### config.mk
export PLATFORM = sky130hd
export DESIGN_NAME = clk_freq_monitor
export DESIGN_NICKNAME = d
export VERILOG_FILES = /design/src/rtl/clk_mon_pkg.sv /design/src/rtl/sync_edge_det.sv /design/src/rtl/clk_freq_monitor.sv
export SDC_FILE = /design/constraint.sdc
export NUM_CORES = 1
export LEC_CHECK = 0
export ABC_CLOCK_PERIOD_IN_PS = 8100
export CAP_MARGIN = 15
export CORE_MARGIN = 2
export CORE_UTILIZATION = 49
export CTS_BUF_LIST = sky130_fd_sc_hd__clkbuf_16
export CTS_CLUSTER_SIZE = 20
export DETAILED_ROUTE_END_ITERATION = 6
export PLACE_DENSITY = 0.76
export SLEW_MARGIN = 20
export SYNTH_ARGS = -nofsm -noshare
export SYNTH_HDL_FRONTEND = slang
export SYNTH_HIERARCHICAL = 1
export SYNTH_SLANG_ARGS = --single-unit
### constraint.sdc
create_clock -name clk -period 8.1 [get_ports clk]
set_input_delay 2.025 -clock clk [delete_from_list [all_inputs] [get_ports clk]]
set_output_delay 2.025 -clock clk [all_outputs]
set_load 0.02 [all_outputs]
### src/rtl/clk_mon_pkg.sv
// Shared definitions for the clock frequency monitor: FSM encoding and the
// default gate/range constants for the 100 MHz board clock.
package clk_mon_pkg;

    typedef enum logic [1:0] {
        ST_IDLE    = 2'd0,
        ST_WARMUP  = 2'd1,
        ST_MEASURE = 2'd2
    } mon_state_e;

    // 1 ms gate at 100 MHz; 25 MHz nominal monitored rate gives 25000 edges.
    localparam int DEF_GATE_CYCLES  = 100000;
    localparam int DEF_CNT_W        = 20;
    localparam int DEF_EXP_MIN      = 24000;
    localparam int DEF_EXP_MAX      = 26000;
    localparam int DEF_LOCK_WINDOWS = 3;

endpackage

### src/rtl/sync_edge_det.sv
// Two-flop synchronizer followed by an edge register; rise is a one-cycle
// pulse on each synchronized low-to-high transition of din.
module sync_edge_det (
    input  logic clk,
    input  logic rst,
    input  logic din,
    output logic rise
);

    logic meta_q, meta_d;
    logic sync_q, sync_d;
    logic prev_q, prev_d;

    always_comb begin
        meta_d = din;
        sync_d = meta_q;
        prev_d = sync_q;
    end

    always_ff @(posedge clk or posedge rst) begin
        if (rst) begin
            meta_q <= 1'b0;
            sync_q <= 1'b0;
            prev_q <= 1'b0;
        end else begin
            meta_q <= meta_d;
            sync_q <= sync_d;
            prev_q <= prev_d;
        end
    end

    assign rise = sync_q & ~prev_q;

endmodule

### src/rtl/clk_freq_monitor.sv
// Counts rising edges of an asynchronous signal over back-to-back gate
// windows, reports each count and derives in-range / locked / lost status.
module clk_freq_monitor
    import clk_mon_pkg::*;
#(
    parameter int GATE_CYCLES  = DEF_GATE_CYCLES,
    parameter int CNT_W        = DEF_CNT_W,
    parameter int EXP_MIN      = DEF_EXP_MIN,
    parameter int EXP_MAX      = DEF_EXP_MAX,
    parameter int LOCK_WINDOWS = DEF_LOCK_WINDOWS
) (
    input  logic             clk,
    input  logic             rst,
    input  logic             enable,
    input  logic             mon_in,
    output logic [CNT_W-1:0] count,
    output logic             count_valid,
    output logic             in_range,
    output logic             locked,
    output logic             lost
);

    localparam int GATE_W = (GATE_CYCLES > 1) ? $clog2(GATE_CYCLES) : 1;
    localparam int GOOD_W = $clog2(LOCK_WINDOWS + 1);
    localparam logic [GATE_W-1:0] GATE_LAST = GATE_W'(GATE_CYCLES - 1);
    localparam logic [CNT_W-1:0]  CNT_MAX   = {CNT_W{1'b1}};
    localparam logic [CNT_W-1:0]  EXP_MIN_C = CNT_W'(EXP_MIN);
    localparam logic [CNT_W-1:0]  EXP_MAX_C = CNT_W'(EXP_MAX);
    localparam logic [GOOD_W-1:0] LOCK_C    = GOOD_W'(LOCK_WINDOWS);

    logic rise;

    sync_edge_det u_sync (
        .clk  (clk),
        .rst  (rst),
        .din  (mon_in),
        .rise (rise)
    );

    mon_state_e        state_q, state_d;
    logic [GATE_W-1:0] gate_q, gate_d;
    logic [CNT_W-1:0]  edge_q, edge_d;
    logic [GOOD_W-1:0] good_q, good_d;
    logic [CNT_W-1:0]  count_q, count_d;
    logic              valid_q, valid_d;
    logic              in_range_q, in_range_d;
    logic              locked_q, locked_d;
    logic              lost_q, lost_d;

    logic              win_end;
    logic              hit;
    logic [CNT_W-1:0]  edge_sum;
    logic [GOOD_W-1:0] good_inc;

    always_comb begin
        state_d    = state_q;
        gate_d     = gate_q;
        edge_d     = edge_q;
        good_d     = good_q;
        count_d    = count_q;
        valid_d    = 1'b0;
        in_range_d = in_range_q;
        locked_d   = locked_q;
        lost_d     = 1'b0;

        win_end  = (gate_q == GATE_LAST);
        // Edge seen in the last gate cycle still belongs to the closing window.
        edge_sum = (rise && (edge_q != CNT_MAX)) ? edge_q + CNT_W'(1) : edge_q;
        hit      = (edge_sum >= EXP_MIN_C) && (edge_sum <= EXP_MAX_C);
        good_inc = (good_q == LOCK_C) ? good_q : good_q + GOOD_W'(1);

        if (!enable) begin
            state_d  = ST_IDLE;
            gate_d   = '0;
            edge_d   = '0;
            good_d   = '0;
            locked_d = 1'b0;
        end else begin
            case (state_q)
                ST_IDLE: begin
                    // The enabling cycle is gate cycle 0 of the warm-up window.
                    state_d = ST_WARMUP;
                    gate_d  = GATE_W'(1);
                    edge_d  = '0;
                end
                ST_WARMUP: begin
                    if (win_end) begin
                        state_d = ST_MEASURE;
                        gate_d  = '0;
                        edge_d  = '0;
                    end else begin
                        gate_d = gate_q + GATE_W'(1);
                        edge_d = edge_sum;
                    end
                end
                ST_MEASURE: begin
                    if (win_end) begin
                        gate_d     = '0;
                        edge_d     = '0;
                        count_d    = edge_sum;
                        valid_d    = 1'b1;
                        in_range_d = hit;
                        if (hit) begin
                            good_d   = good_inc;
                            locked_d = (good_inc == LOCK_C);
                        end else begin
                            good_d   = '0;
                            locked_d = 1'b0;
                            lost_d   = locked_q;
                        end
                    end else begin
                        gate_d = gate_q + GATE_W'(1);
                        edge_d = edge_sum;
                    end
                end
                default: begin
                    state_d = ST_IDLE;
                    gate_d  = '0;
                    edge_d  = '0;
                end
            endcase
        end
    end

    always_ff @(posedge clk or posedge rst) begin
        if (rst) begin
            state_q    <= ST_IDLE;
            gate_q     <= '0;
            edge_q     <= '0;
            good_q     <= '0;
            count_q    <= '0;
            valid_q    <= 1'b0;
            in_range_q <= 1'b0;
            locked_q   <= 1'b0;
            lost_q     <= 1'b0;
        end else begin
            state_q    <= state_d;
            gate_q     <= gate_d;
            edge_q     <= edge_d;
            good_q     <= good_d;
            count_q    <= count_d;
            valid_q    <= valid_d;
            in_range_q <= in_range_d;
            locked_q   <= locked_d;
            lost_q     <= lost_d;
        end
    end

    assign count       = count_q;
    assign count_valid = valid_q;
    assign in_range    = in_range_q;
    assign locked      = locked_q;
    assign lost        = lost_q;

endmodule

==> out/metrics.yaml <==
clk_pin_slew_ns: 0.06
cts_tree: "done"
synth_warnings: 6
place_inst: 465
synthTopCellsByArea: "dfrtp_1 50%, nor2_1 5.1%, nand2_1 4.7%"
cts_root_buffer: "clkbuf_16"
htreeDepth: 3
drc: 0
post_cts_resized: 0
grt_pass1_wl_um: 12200
worstSetupPathType: "in -> reg"
vias_per_cell: 5.45
synth_top_area_cell: "dfrtp_1"
rsz0062_at_grt: "no"
timing.fmax_mhz: 264
cts_buffer_depth: 2
synth_seq_cells: 68
fin_area_um2: 4110
place_ws_ns: 3.96
m1WireLength_um: 3120
wl_met3_um: 307
slew_violations: 0
core_um2: 6790
synthesis.instances: 357
wl_per_cell_um: 14.5
drt-initial-drc-count: 224
synth_area_um2: 3430
power_mw: 0.884
cts_hold_buffers: 0
synth.avg_cell_area_um2: 9.61
rows: 30
postCtsSetupBuffers: 0
wl_met2_um: 3420
portBuffers: 27
cp.required_ns: 8.36
endpoint_kind: "flip-flop"
chipHeight_um: 87.7
wirelength_um: 6960
grt_usage: 0.206
nets: 391
setup_viol: 0
finalHoldViolCount: 0
critPathMaxStageDelay_ns: 0.69
ys_async_sr_fraction: 1.00
final_cells: 481
clkSinkCount: 68
drive_above_1_share: 0.0857
clk-insertion-delay-late_ns: 0.33
period_needed_ns: 3.79
cts_inserted_buffers: 9
path_cells: "clkdlybuf4s50_1, nand3_1, or2_2, nor2_1"
initial_core_util: 0.505
hpwl_um: 4710
p_per_area_nw_per_um2: 215
fin_ws_ns: 4.31
skew_ns: 0.00560
synth-edff-count: 0
fin_crit_sh: 0.468
diodes: 0
firstDrtPassIters: 5
fillerInstances: 567
crit_slowest_cell: "or2_2"
cap_viol_max_count: 0
outcome: "finished, final reports clean"
vias: 2622
routabilityCongestion: 0.907
hp-class: "reg -> reg"
die_area_um2: 7690
dpl_cell_area_um2: 3770
grt_overflow: 0
chipWidth_um: 87.7
worstPathMaxFanout: 21
grt_max_degree: 66
arrival_ns: 4.05
relSlewSlack: 0.437
syn2layout_area_growth_pct: 19.7
ant_nets: 0
antenna_found_initial: 0
synth_fp_nets: 368
yosysTopAreaCellShare: 0.496
tightestPinTransition_ns: 0.842
startpoint_type: "input pin"
regArea_um2: 1700
grt_pass1_vias: 2623
synth-main-ff-cell: "dfrtp_1"
fin_tns_setup_ns: 0
synth.distinct_cells: 53
leakage_nw: 1.74
highest_layer: "met4"
multi_input_area_um2: 1600
ios: 28
vdd_drop_max_v: 0.000160
seq_area_frac_synth: 0.496
layout make-up:
type / count / area share
multi-input cells: 257 / 0.390
repair buffers: 29 / 0.0694
inverters: 15 / 0.0137
clock inverters: 7 / 0.0283
well taps: 96 / 0.0292
clock buffers: 9 / 0.0548
flip-flops and latches: 68 / 0.414
layout by cell type (no fill, tap or decap), types with 2 or more instances in the layout:
master           count
dfrtp_1             68
nor2_1              47
nand2_1             43
clkdlybuf4s50_1     27
o21ai_0             23
nand3_1             16
inv_1               15
xor2_1              15
nand4_1             11
xnor2_1             11
nor3_1              10
clkbuf_16            9
and4_1               8
and3_1               7
ha_1                 7
mux2i_1              6
nor2b_1              6
a21oi_1              4
o31ai_1              4
bufinv_16            3
and2_1               2
mux2_2               2
a211o_1              2
nor4_1               2
a22o_1               2
clkinv_4             2
buf_4                2
worst paths after layout:
check	from	endpoint	slack [ns]	depth (start not counted)
max in group asynchronous	rst	gate_q[1]	5.31	3
worst min-delay path	u_sync/meta_q	u_sync/prev_d	0.36	0
worst max register to register	edge_q[0]	good_q[1]	4.61	10
min in group asynchronous	rst	u_sync/meta_q	1.90	2
worst max-delay path	enable	gate_q[10]	4.31	4
worst min register to register	u_sync/meta_q	u_sync/prev_d	0.36	0
worst max-delay path, delay by kind of cell:
family	cells	cell delay, ns
AND/OR/NAND/NOR	3	1.47
buffers and inverters	1	0.56
synthesized netlist by cell type, drive strengths merged, types with 2 or more instances:
library cell  number
clkbuf            11
ha                 7
nand2             43
nor2b              7
nor2              47
and3               7
mux2i              6
nor3              11
and4               8
a2111oi            3
a211o              2
nand3             17
a22o               2
xnor2             11
and2               4
dfrtp             68
o31ai              4
a21oi              4
nand4             12
mux2               2
nor4               3
inv               15
buf                6
o21ai             24
xor2              15
power by group:
group          internal [mW]  switching (mW)
combinational         0.0279          0.0547
sequential             0.349          0.0107
clock                  0.300           0.142
total                  0.677           0.207
cells by family (layout without fill, tap and decap cells):
| family | count (synthesis) | count (layout) | synth area share |
|---|---|---|---|
| adder cells (fa/ha/maj) | 7 | 7 | 0.0255 |
| buffers and inverters | 32 | 60 | 0.0372 |
| flip-flops | 68 | 68 | 0.496 |
| AND/OR/NAND/NOR | 167 | 167 | 0.252 |
| XOR/XNOR | 26 | 26 | 0.0664 |
| multiplexers | 8 | 8 | 0.0241 |
| AO/OA/AOI/OAI | 49 | 49 | 0.0988 |
registers in the layout, summed over array words and instances, names as in the netlist:
name,cells
count,20
count_valid,1
edge_q,20
gate_q,17
good_q,2
in_range,1
locked,1
lost,1
state_q,2
u_sync/meta_q,1
u_sync/prev_d,1
u_sync/prev_q,1
per-stage QoR:
step,utilization,hold slack (ns)
floorplan,-,0.331
global placement,0.554,0.344
detailed placement,0.554,0.342
CTS,0.605,0.362
global route,0.605,0.370
finish,0.605,0.357
layer usage:
metal  GRT usage  up-vias
met5           0        -
met3      0.0424       12
met1       0.266     1257
li1            -     1279
met4      0.0853        0
met2       0.339       74
(Power assumes the default switching activity.)
